`config.mk`:
```
export PLATFORM = sky130hd
export DESIGN_NAME = ysyx_lsu
export DESIGN_NICKNAME = d
export VERILOG_FILES = /design/src/rtl/ysyx_lsu_pkg.sv /design/src/rtl/ysyx_lsu_align.sv /design/src/rtl/ysyx_lsu.sv
export SDC_FILE = /design/constraint.sdc
export NUM_CORES = 1
export LEC_CHECK = 0
export CAP_MARGIN = 30
export CORE_ASPECT_RATIO = 0.75
export CORE_UTILIZATION = 41
export CTS_BUF_LIST = sky130_fd_sc_hd__clkbuf_16
export DETAILED_ROUTE_END_ITERATION = 16
export GPL_TIMING_DRIVEN = 0
export PLACE_DENSITY = 0.89
export SYNTH_ARGS = -nofsm -noshare
export SYNTH_HDL_FRONTEND = slang
export SYNTH_SLANG_ARGS = --single-unit
```
`constraint.sdc`:
```
create_clock -name clk -period 2.6 [get_ports clk]
set_input_delay 0.78 -clock clk [delete_from_list [all_inputs] [get_ports clk]]
set_output_delay 0.78 -clock clk [all_outputs]
set_load 0.02 [all_outputs]
```
`src/rtl/ysyx_lsu_pkg.sv`:
```
// Shared LSU types: FSM state encoding, access-size codes, bus response code, alignment helper.
// Pure declarations; no latency or backpressure of its own.
`ifndef YSYX_W_WIDTH
`define YSYX_W_WIDTH 32
`endif

package ysyx_lsu_pkg;

    typedef enum logic [2:0] {
        ST_IDLE,
        ST_RADDR,
        ST_RDATA,
        ST_WREQ,
        ST_WRESP,
        ST_DONE
    } lsu_state_e;

    // Access size lives in func3[1:0]; func3[2] selects zero-extension on loads.
    localparam logic [1:0] SIZE_B = 2'b00;
    localparam logic [1:0] SIZE_H = 2'b01;
    localparam logic [1:0] SIZE_W = 2'b10;

    localparam logic [1:0] RESP_OKAY = 2'b00;

    function automatic logic is_misaligned(input logic [2:0] func3, input logic [1:0] addr_lo);
        if (func3[1]) begin
            return addr_lo != 2'b00;
        end
        return func3[0] & addr_lo[0];
    endfunction

endpackage

```
`src/rtl/ysyx_lsu_align.sv`:
```
// Byte-lane steering: store data/strobe placement and load shift + sign/zero extension.
// Latency: combinational; backpressure: none.
module ysyx_lsu_align
    import ysyx_lsu_pkg::*;
#(
    parameter int BIT_W = 32
) (
    input  logic [1:0]         addr_lo,
    input  logic [2:0]         func3,
    input  logic [BIT_W-1:0]   wdata,
    input  logic [BIT_W-1:0]   rdata,
    output logic [BIT_W-1:0]   wdata_sh,
    output logic [BIT_W/8-1:0] wstrb,
    output logic [BIT_W-1:0]   rdata_ext
);

    localparam int STRB_W = BIT_W / 8;

    logic [4:0]        sh_bits;
    logic [STRB_W-1:0] strb_base;
    logic [BIT_W-1:0]  rdata_sh;
    logic              sext;

    always_comb begin
        sh_bits   = {addr_lo, 3'b000};
        wdata_sh  = wdata << sh_bits;
        rdata_sh  = rdata >> sh_bits;
        sext      = ~func3[2];
        strb_base = '0;
        case (func3[1:0])
            SIZE_B:  strb_base[0]   = 1'b1;
            SIZE_H:  strb_base[1:0] = 2'b11;
            default: strb_base[3:0] = 4'b1111;
        endcase
        // Lanes pushed past the top of the bus are simply dropped.
        wstrb = strb_base << addr_lo;

        case (func3[1:0])
            SIZE_B:  rdata_ext = {{(BIT_W-8){sext & rdata_sh[7]}}, rdata_sh[7:0]};
            SIZE_H:  rdata_ext = {{(BIT_W-16){sext & rdata_sh[15]}}, rdata_sh[15:0]};
            default: rdata_ext = rdata_sh;
        endcase
    end

endmodule

```
`src/rtl/ysyx_lsu.sv`:
```
// Load/store unit: one EXU request -> one AXI4-Lite-style read or write; optional YSYX_LSU_MISALIGN_CHECK_EN.
// Latency: completion pulse 3 cycles after request on a zero-wait bus; bus stalls hold the FSM indefinitely.
module ysyx_lsu
    import ysyx_lsu_pkg::*;
#(
    parameter int BIT_W = `YSYX_W_WIDTH
) (
    input  logic               clk,
    input  logic               rst,

    input  logic               lsu_avalid,
    input  logic [BIT_W-1:0]   lsu_addr,
    input  logic               lsu_ren,
    input  logic               lsu_wen,
    input  logic [3:0]         lsu_alu_op,
    input  logic [BIT_W-1:0]   lsu_wdata,
    output logic [BIT_W-1:0]   lsu_rdata_o,
    output logic               lsu_rvalid_o,
    output logic               lsu_wready_o,
    output logic               lsu_err_o,

    output logic [BIT_W-1:0]   araddr_o,
    output logic               arvalid_o,
    input  logic               arready,
    input  logic [BIT_W-1:0]   rdata,
    input  logic [1:0]         rresp,
    input  logic               rvalid,
    output logic               rready_o,

    output logic [BIT_W-1:0]   awaddr_o,
    output logic               awvalid_o,
    input  logic               awready,
    output logic [BIT_W-1:0]   wdata_o,
    output logic [BIT_W/8-1:0] wstrb_o,
    output logic               wvalid_o,
    input  logic               wready,
    input  logic [1:0]         bresp,
    input  logic               bvalid,
    output logic               bready_o
);

    lsu_state_e         state;
    lsu_state_e         state_nxt;
    logic [BIT_W-1:0]   addr_q;
    logic [BIT_W-1:0]   wdata_q;
    logic [2:0]         func3_q;
    logic               aw_done;
    logic               w_done;
    logic [BIT_W-1:0]   rdata_ext;
    logic               accept_rd;
    logic               accept_wr;
    logic               misalign;
    logic               rd_fire;
    logic               b_fire;
    logic               aw_fire;
    logic               w_fire;
    logic               op_unused;

    assign op_unused = lsu_alu_op[3];

    // A request with both enables set is serviced as a load.
    assign accept_rd = lsu_avalid & lsu_ren;
    assign accept_wr = lsu_avalid & lsu_wen & ~lsu_ren;

`ifdef YSYX_LSU_MISALIGN_CHECK_EN
    assign misalign = (accept_rd | accept_wr) & is_misaligned(lsu_alu_op[2:0], lsu_addr[1:0]);
`else
    assign misalign = 1'b0;
`endif

    ysyx_lsu_align #(
        .BIT_W (BIT_W)
    ) u_align (
        .addr_lo   (addr_q[1:0]),
        .func3     (func3_q),
        .wdata     (wdata_q),
        .rdata     (rdata),
        .wdata_sh  (wdata_o),
        .wstrb     (wstrb_o),
        .rdata_ext (rdata_ext)
    );

    assign araddr_o = addr_q;
    assign awaddr_o = addr_q;

    always_comb begin
        state_nxt = state;
        arvalid_o = 1'b0;
        rready_o  = 1'b0;
        awvalid_o = 1'b0;
        wvalid_o  = 1'b0;
        bready_o  = 1'b0;
        case (state)
            ST_IDLE: begin
                if (misalign) begin
                    state_nxt = ST_DONE;
                end else if (accept_rd) begin
                    state_nxt = ST_RADDR;
                end else if (accept_wr) begin
                    state_nxt = ST_WREQ;
                end
            end
            ST_RADDR: begin
                arvalid_o = 1'b1;
                if (arready) begin
                    state_nxt = ST_RDATA;
                end
            end
            // The pulse cycle is spent here with rready low, so DONE lands one cycle later.
            ST_RDATA: begin
                rready_o = ~lsu_rvalid_o;
                if (lsu_rvalid_o) begin
                    state_nxt = ST_DONE;
                end
            end
            ST_WREQ: begin
                awvalid_o = ~aw_done;
                wvalid_o  = ~w_done;
                if ((aw_done | awready) & (w_done | wready)) begin
                    state_nxt = ST_WRESP;
                end
            end
            ST_WRESP: begin
                bready_o = ~lsu_wready_o;
                if (lsu_wready_o) begin
                    state_nxt = ST_DONE;
                end
            end
            ST_DONE: begin
                state_nxt = ST_IDLE;
            end
            default: begin
                state_nxt = ST_IDLE;
            end
        endcase
    end

    assign rd_fire = rready_o & rvalid;
    assign b_fire  = bready_o & bvalid;
    assign aw_fire = awvalid_o & awready;
    assign w_fire  = wvalid_o & wready;

    always_ff @(posedge clk) begin
        if (rst) begin
            state        <= ST_IDLE;
            addr_q       <= '0;
            wdata_q      <= '0;
            func3_q      <= '0;
            aw_done      <= 1'b0;
            w_done       <= 1'b0;
            lsu_rdata_o  <= '0;
            lsu_rvalid_o <= 1'b0;
            lsu_wready_o <= 1'b0;
            lsu_err_o    <= 1'b0;
        end else begin
            state        <= state_nxt;
            lsu_rvalid_o <= rd_fire;
            lsu_wready_o <= b_fire;
            lsu_err_o    <= 1'b0;
            if (state == ST_IDLE && (accept_rd | accept_wr)) begin
                addr_q  <= lsu_addr;
                func3_q <= lsu_alu_op[2:0];
                aw_done <= 1'b0;
                w_done  <= 1'b0;
                if (accept_wr) begin
                    wdata_q <= lsu_wdata;
                end
            end
            if (aw_fire) begin
                aw_done <= 1'b1;
            end
            if (w_fire) begin
                w_done <= 1'b1;
            end
            if (rd_fire) begin
                lsu_rdata_o <= rdata_ext;
                lsu_err_o   <= rresp != RESP_OKAY;
            end
            if (b_fire) begin
                lsu_err_o <= bresp != RESP_OKAY;
            end
`ifdef YSYX_LSU_MISALIGN_CHECK_EN
            if (state == ST_IDLE && misalign) begin
                lsu_err_o <= 1'b1;
                if (accept_rd) begin
                    lsu_rvalid_o <= 1'b1;
                end else begin
                    lsu_wready_o <= 1'b1;
                end
            end
`endif
        end
    end

endmodule
```
=== After elaboration in Yosys (flattened, before gate mapping) ===
Cells that the tools add are included.

* Flip-flop bits (word level): 107
* Bits of input ports: 114
* Output and inout bits: 140
* Logic and storage cells: 72

* Eq/ne operators: 10
* Shift-type cells: 3
* Mux-type cells: 20
* Bitwise operators: 19
* Reductions and logical operators: 10

{| class="wikitable"
|+ Operator list
! operator !! number
|-
| one-hot mux 32 bit (2 select lines) || 1
|-
| left shift 32 x 5 -> 32 bit || 1
|-
| >> shifter 32 x 5 -> 32 bit || 1
|-
| two-way mux 3 bit || 6
|-
| one-hot mux 3 bit (5 select lines) || 1
|-
| two-way mux 1 bit || 11
|-
| AND 1 bit || 10
|-
| inequality test 2 bit (second input constant) || 4
|-
| nonzero test 2 bit || 4
|-
| == test 3 x 2 -> 1 bit (second input constant) || 2
|-
| inverter 1 bit || 6
|-
| AND reduction 5 bit || 1
|-
| left shift 4 x 2 -> 4 bit || 1
|-
| == test 3 x 1 -> 1 bit (second input constant) || 1
|-
| == test 3 bit (second input constant) || 1
|-
| logical NOT 3 bit || 1
|-
| inequality test 3 bit (second input constant) || 1
|-
| OR 1 bit || 3
|-
| == test 2 x 1 -> 1 bit (second input constant) || 1
|-
| logical NOT 2 bit || 1
|-
| two-way mux 2 bit || 1
|-
| AND reduction 2 bit || 1
|-
| OR reduction 2 bit || 1
|-
| logical AND 1 bit || 1
|}

=== Depth between registers and ports, before layout ===
* Word-level depth: 6
* Mapped depth: 7
* Gate-level depth less buffers: 4

=== Hierarchy ===
Synthesis repeated with hierarchy kept, for this count alone.

* Cell total of the unflattened synthesis: 715
* Area total of the unflattened synthesis: 5576.6 µm²

{| class="wikitable"
|+ By module, submodules not included
! module !! instances !! cells an instance !! area an instance (µm²) !! seq. area each (µm²)
|-
| ysyx_lsu || 1 || 519 || 4317.9 || 2142.1
|-
| ysyx_lsu_align || 1 || 196 || 1258.7 || 0.0
|}

=== Worst setup path before layout ===
No wires, ideal clock.

* Path type: register -> output
* From: reg addr_q[0], in the netlist araddr_o[0]
* To: out wstrb_o[1]
* Data arrival time: 1.956 ns
* Data required time: 1.820 ns
* Path slack: -0.136 ns
* Cell stages (with the launch flop): 7
* Buffers on the path: 4
* Cell sequence: dfxtp_1 > buf_2 > buf_2 > buf_1 > clkbuf_1 > nor2_1 > nor2_1

* Cells in the longest elaborated chain, start to end: 1

{| class="wikitable"
|+ RTL lines
! item !! RTL line !! RTL
|-
| start, declared || ysyx_lsu.sv:44 || <nowiki>logic [BIT_W-1:0] addr_q;</nowiki>
|-
| start signal, assigned || ysyx_lsu.sv:161 || <nowiki>addr_q <= lsu_addr;</nowiki>
|-
| left shift 4 x 2 -> 4 bit || ysyx_lsu_align.sv:36 || <nowiki>wstrb = strb_base << addr_lo;</nowiki>
|-
| end, declared || ysyx_lsu.sv:34 || <nowiki>output logic [BIT_W/8-1:0] wstrb_o,</nowiki>
|}

Every way passes these cells.

=== Worst setup path after layout ===
* From: reg addr_q[1], in the netlist araddr_o[1]
* To: out wdata_o[30]

* Cells in the longest elaborated chain, start to end: 1

{| class="wikitable"
|+ RTL lines
! item !! RTL line !! RTL
|-
| left shift 32 x 5 -> 32 bit || ysyx_lsu_align.sv:26 || <nowiki>wdata_sh = wdata << sh_bits;</nowiki>
|-
| end, declared || ysyx_lsu.sv:33 || <nowiki>output logic [BIT_W-1:0] wdata_o,</nowiki>
|}

Every way passes these cells.

==> flow_summary.ini <==
[critical_path]
path_class = flip-flop to primary output
cp-start-kind = flip-flop
r2r-end = lsu_rdata_o[15]$_SDFFE_PP0P_
cp.required_ns = 1.82
crit_path_end_kind = primary output
r2r_slack_ns = 0.36
rr_worst_depth = 6
critical_path_arrival_ns = 1.79
r2r-start = state[0]$_SDFFE_PP0P_
crit_fanout = 10

[min_path]
min_to = wdata_q[26]$_SDFFE_PP0P_
min-delay-start = wdata_q[26]$_SDFFE_PP0P_
hold_depth = 2
hp-class = flip-flop to flip-flop

[clock_network]
clkSinkCount = 107
ctsHoldBuffers = 0
cts_tree = yes
root_buffer = clkbuf_16
cts_buffers = 9
clock_latency_ns = 0.35
cts-htree-levels = 3
clkTransAtPathRegs_ns = 0.08
clk_path_buf_depth = 2

[synth]
synth_commonest_cells = nand2_1 (186), dfxtp_1 (107), a21oi_1 (86), nor2_1 (44), mux2i_1 (33)
ys_seq_area_share_pct = 41.0
synthFlopType = dfxtp_1
synth_edf_count = 0
netlist_area_sq_um = 5220
ys.warnings.count = 0
yosys-top-cells-area = dfxtp_1 (41%), nand2_1 (13%), a21oi_1 (8.2%)
syn_area_per_cell_sq_um = 7.89
syn_nets = 776
yosys.area.top_type_share_pct = 41.0
synth_cells = 662
synth.largest_area_cell = dfxtp_1
ys_async_sr_fraction_pct = 0
synth.most_common_cell = nand2_1
ys_ff_latch = 107
synth_cell_types = 37

[power]
p_leak_nw = 3.11
power_mw = 6.33
power_density_nw_per_um2 = 754
irDropWorstVdd_uv = 367

[grt]
top_usage_layer = met2
use_met1_pct = 33.6
grt_use_total_pct = 28.3
antenna_found_initial = 0
grt_pass1_wl_microns = 29100
gr-usage-met2_pct = 49.7
grt_max_degree = 20
grt_overflow = 0
grt_pass1_vias = 5672
grtUsageMet3_pct = 7.34

[detailed_routing]
ant_nets = 0
dr.pass1.iters = 5
routed_wl_microns = 18900
drt_iter0_drc = 366
drc = 0
wire_per_inst_microns = 17.2
viasPerCell = 5.26
vias = 5775

[sta]
fmax_mhz = 389
rsz0062_at_grt = true
final_hold_viol_count = 0
report.final.slew_viol_count = 0
worstMarginPinSlew_ns = 0.734
tns_ns = 0
setup_viol = 0
min_period_over_period_pct = 98.9
slew_headroom_pct = 50.9
fin_skew_ns = 0.00761
period_needed_ns = 2.57

[placed_design]
dp_hpwl_microns = 14000
routabilityCongestion = 0.909
port_buffers = 251

[die]
die_w_microns = 132
rows = 35
dieArea_sq_um = 13200
start_util_pct = 42.3
num_io_pins = 254
die_h_microns = 99.7
core_sq_um = 12300

[job]
maxCapViolations = 0

[final_layout]
antennaDiodeCount = 0
drive_gt1_share_pct = 17.2
nets = 1041
syn2layout_area_growth_pct = 60.6

[run_status]
status = complete, no violations
[worst max-delay path, cell delays in order, from the launching register on]
cell,delay [ns]
dfxtp_2,0.36
buf_6,0.13
buf_8,0.17
buf_8,0.16
buf_8,0.16
a211oi_2,0.09
a21oi_1,0.19
buf_4,0.18
[layout by cell type, fill, tap and decap left out, types with 4 or more instances in the layout]
cell             synthesis  layout
a211oi_1                23      15
a211oi_2                10      18
a21oi_1                 86      82
a21oi_2                  0       4
and2_1                   9       9
buf_2                   16      34
buf_4                   32      40
buf_8                    0       5
clkbuf_1                32      23
clkbuf_16                0      10
clkbuf_2                 0      11
clkdlybuf4s50_1          0     210
dfxtp_1                107     105
dlygate4sd2_1            0       6
mux2_2                   8       8
mux2i_1                 33      28
mux2i_4                  0       4
nand2_1                186     186
nor2_1                  44      43
nor2b_1                 13      13
o211ai_1                10      10
o21ai_0                 13      12
o2bb2ai_1                8       8
[state kept, by name (all words and copies together) (netlist names)]
register      flops
w_done            1
lsu_rdata_o      32
lsu_wready_o      1
aw_done           1
state             3
func3_q           3
wdata_q          32
araddr_o         32
lsu_rvalid_o      1
lsu_err_o         1
[logic make-up after synthesis]
group           synth area share [%]
mux                             8.48
buf+inv                         9.30
flops                           41.0
compound gates                  19.4
simple gates                    21.8
[through the flow]
step | hold slack [ns] | setup slack [ns] | cells | instance area, sq um | utilization, %
5_1_grt | 0.478 | -0.0158 | 1098 | 8390 | 67.9
3_3_place_gp | 0.440 | -0.750 | 1079 | 7960 | 64.4
6_report | 0.458 | 0.0277 | 1098 | 8390 | 67.9
2_1_floorplan | 0.432 | -0.0721 | 662 | 5240 | -
4_1_cts | 0.455 | 0.000802 | 1097 | 8420 | 68.2
3_5_place_dp | 0.444 | -0.792 | 1079 | 7960 | 64.4
[layout make-up]
class                      count  area (sq um)
inverter                       2          7.51
multi-input combinational    467          2720
fill                        1011          3960
clock inverter                 7          82.6
sequential                   107          2140
clock buffer                   9           225
timing repair buffer         254          2370
tap                          166           208
buffer                        86           628
[power breakdown]
group | leakage [nW] | switching [mW] | internal, mW
sequential | 0.871 | 0.190 | 1.88
combinational | 2.09 | 1.52 | 1.30
clock | 0.152 | 0.675 | 0.768
total | 3.11 | 2.38 | 3.95
[what timing repair did]
item | CTS | global route
cloned | 0 | 0
gates resized for setup | 185 | 34
pin swaps | 1 | 0
setup endpoints to repair | 41 | 30
buffers inserted | 2 | 1
[worst max-delay path by stage]
stage / startpoint / end / cells past startpoint
floorplan: araddr_o[1]$_SDFFE_PP0P_ / wdata_o[28] / 6
global placement: araddr_o[0]$_SDFFE_PP0P_ / wstrb_o[1] / 7
detailed placement: araddr_o[0]$_SDFFE_PP0P_ / wstrb_o[1] / 7
CTS: araddr_o[1]$_SDFFE_PP0P_ / wdata_o[30] / 7
global route: araddr_o[1]$_SDFFE_PP0P_ / wdata_o[29] / 7
finish: araddr_o[1]$_SDFFE_PP0P_ / wdata_o[30] / 7
[metal layers]
| metal | share of wire (%) | up-vias |
|---|---|---|
| met5 | 0 | - |
| met4 | 2.6 | 0 |
| met3 | 8.3 | 43 |
| met2 | 49 | 274 |
| met1 | 40 | 2713 |
| li1 | - | 2745 |
No activity file was read; power rests on OpenSTA's default activity.
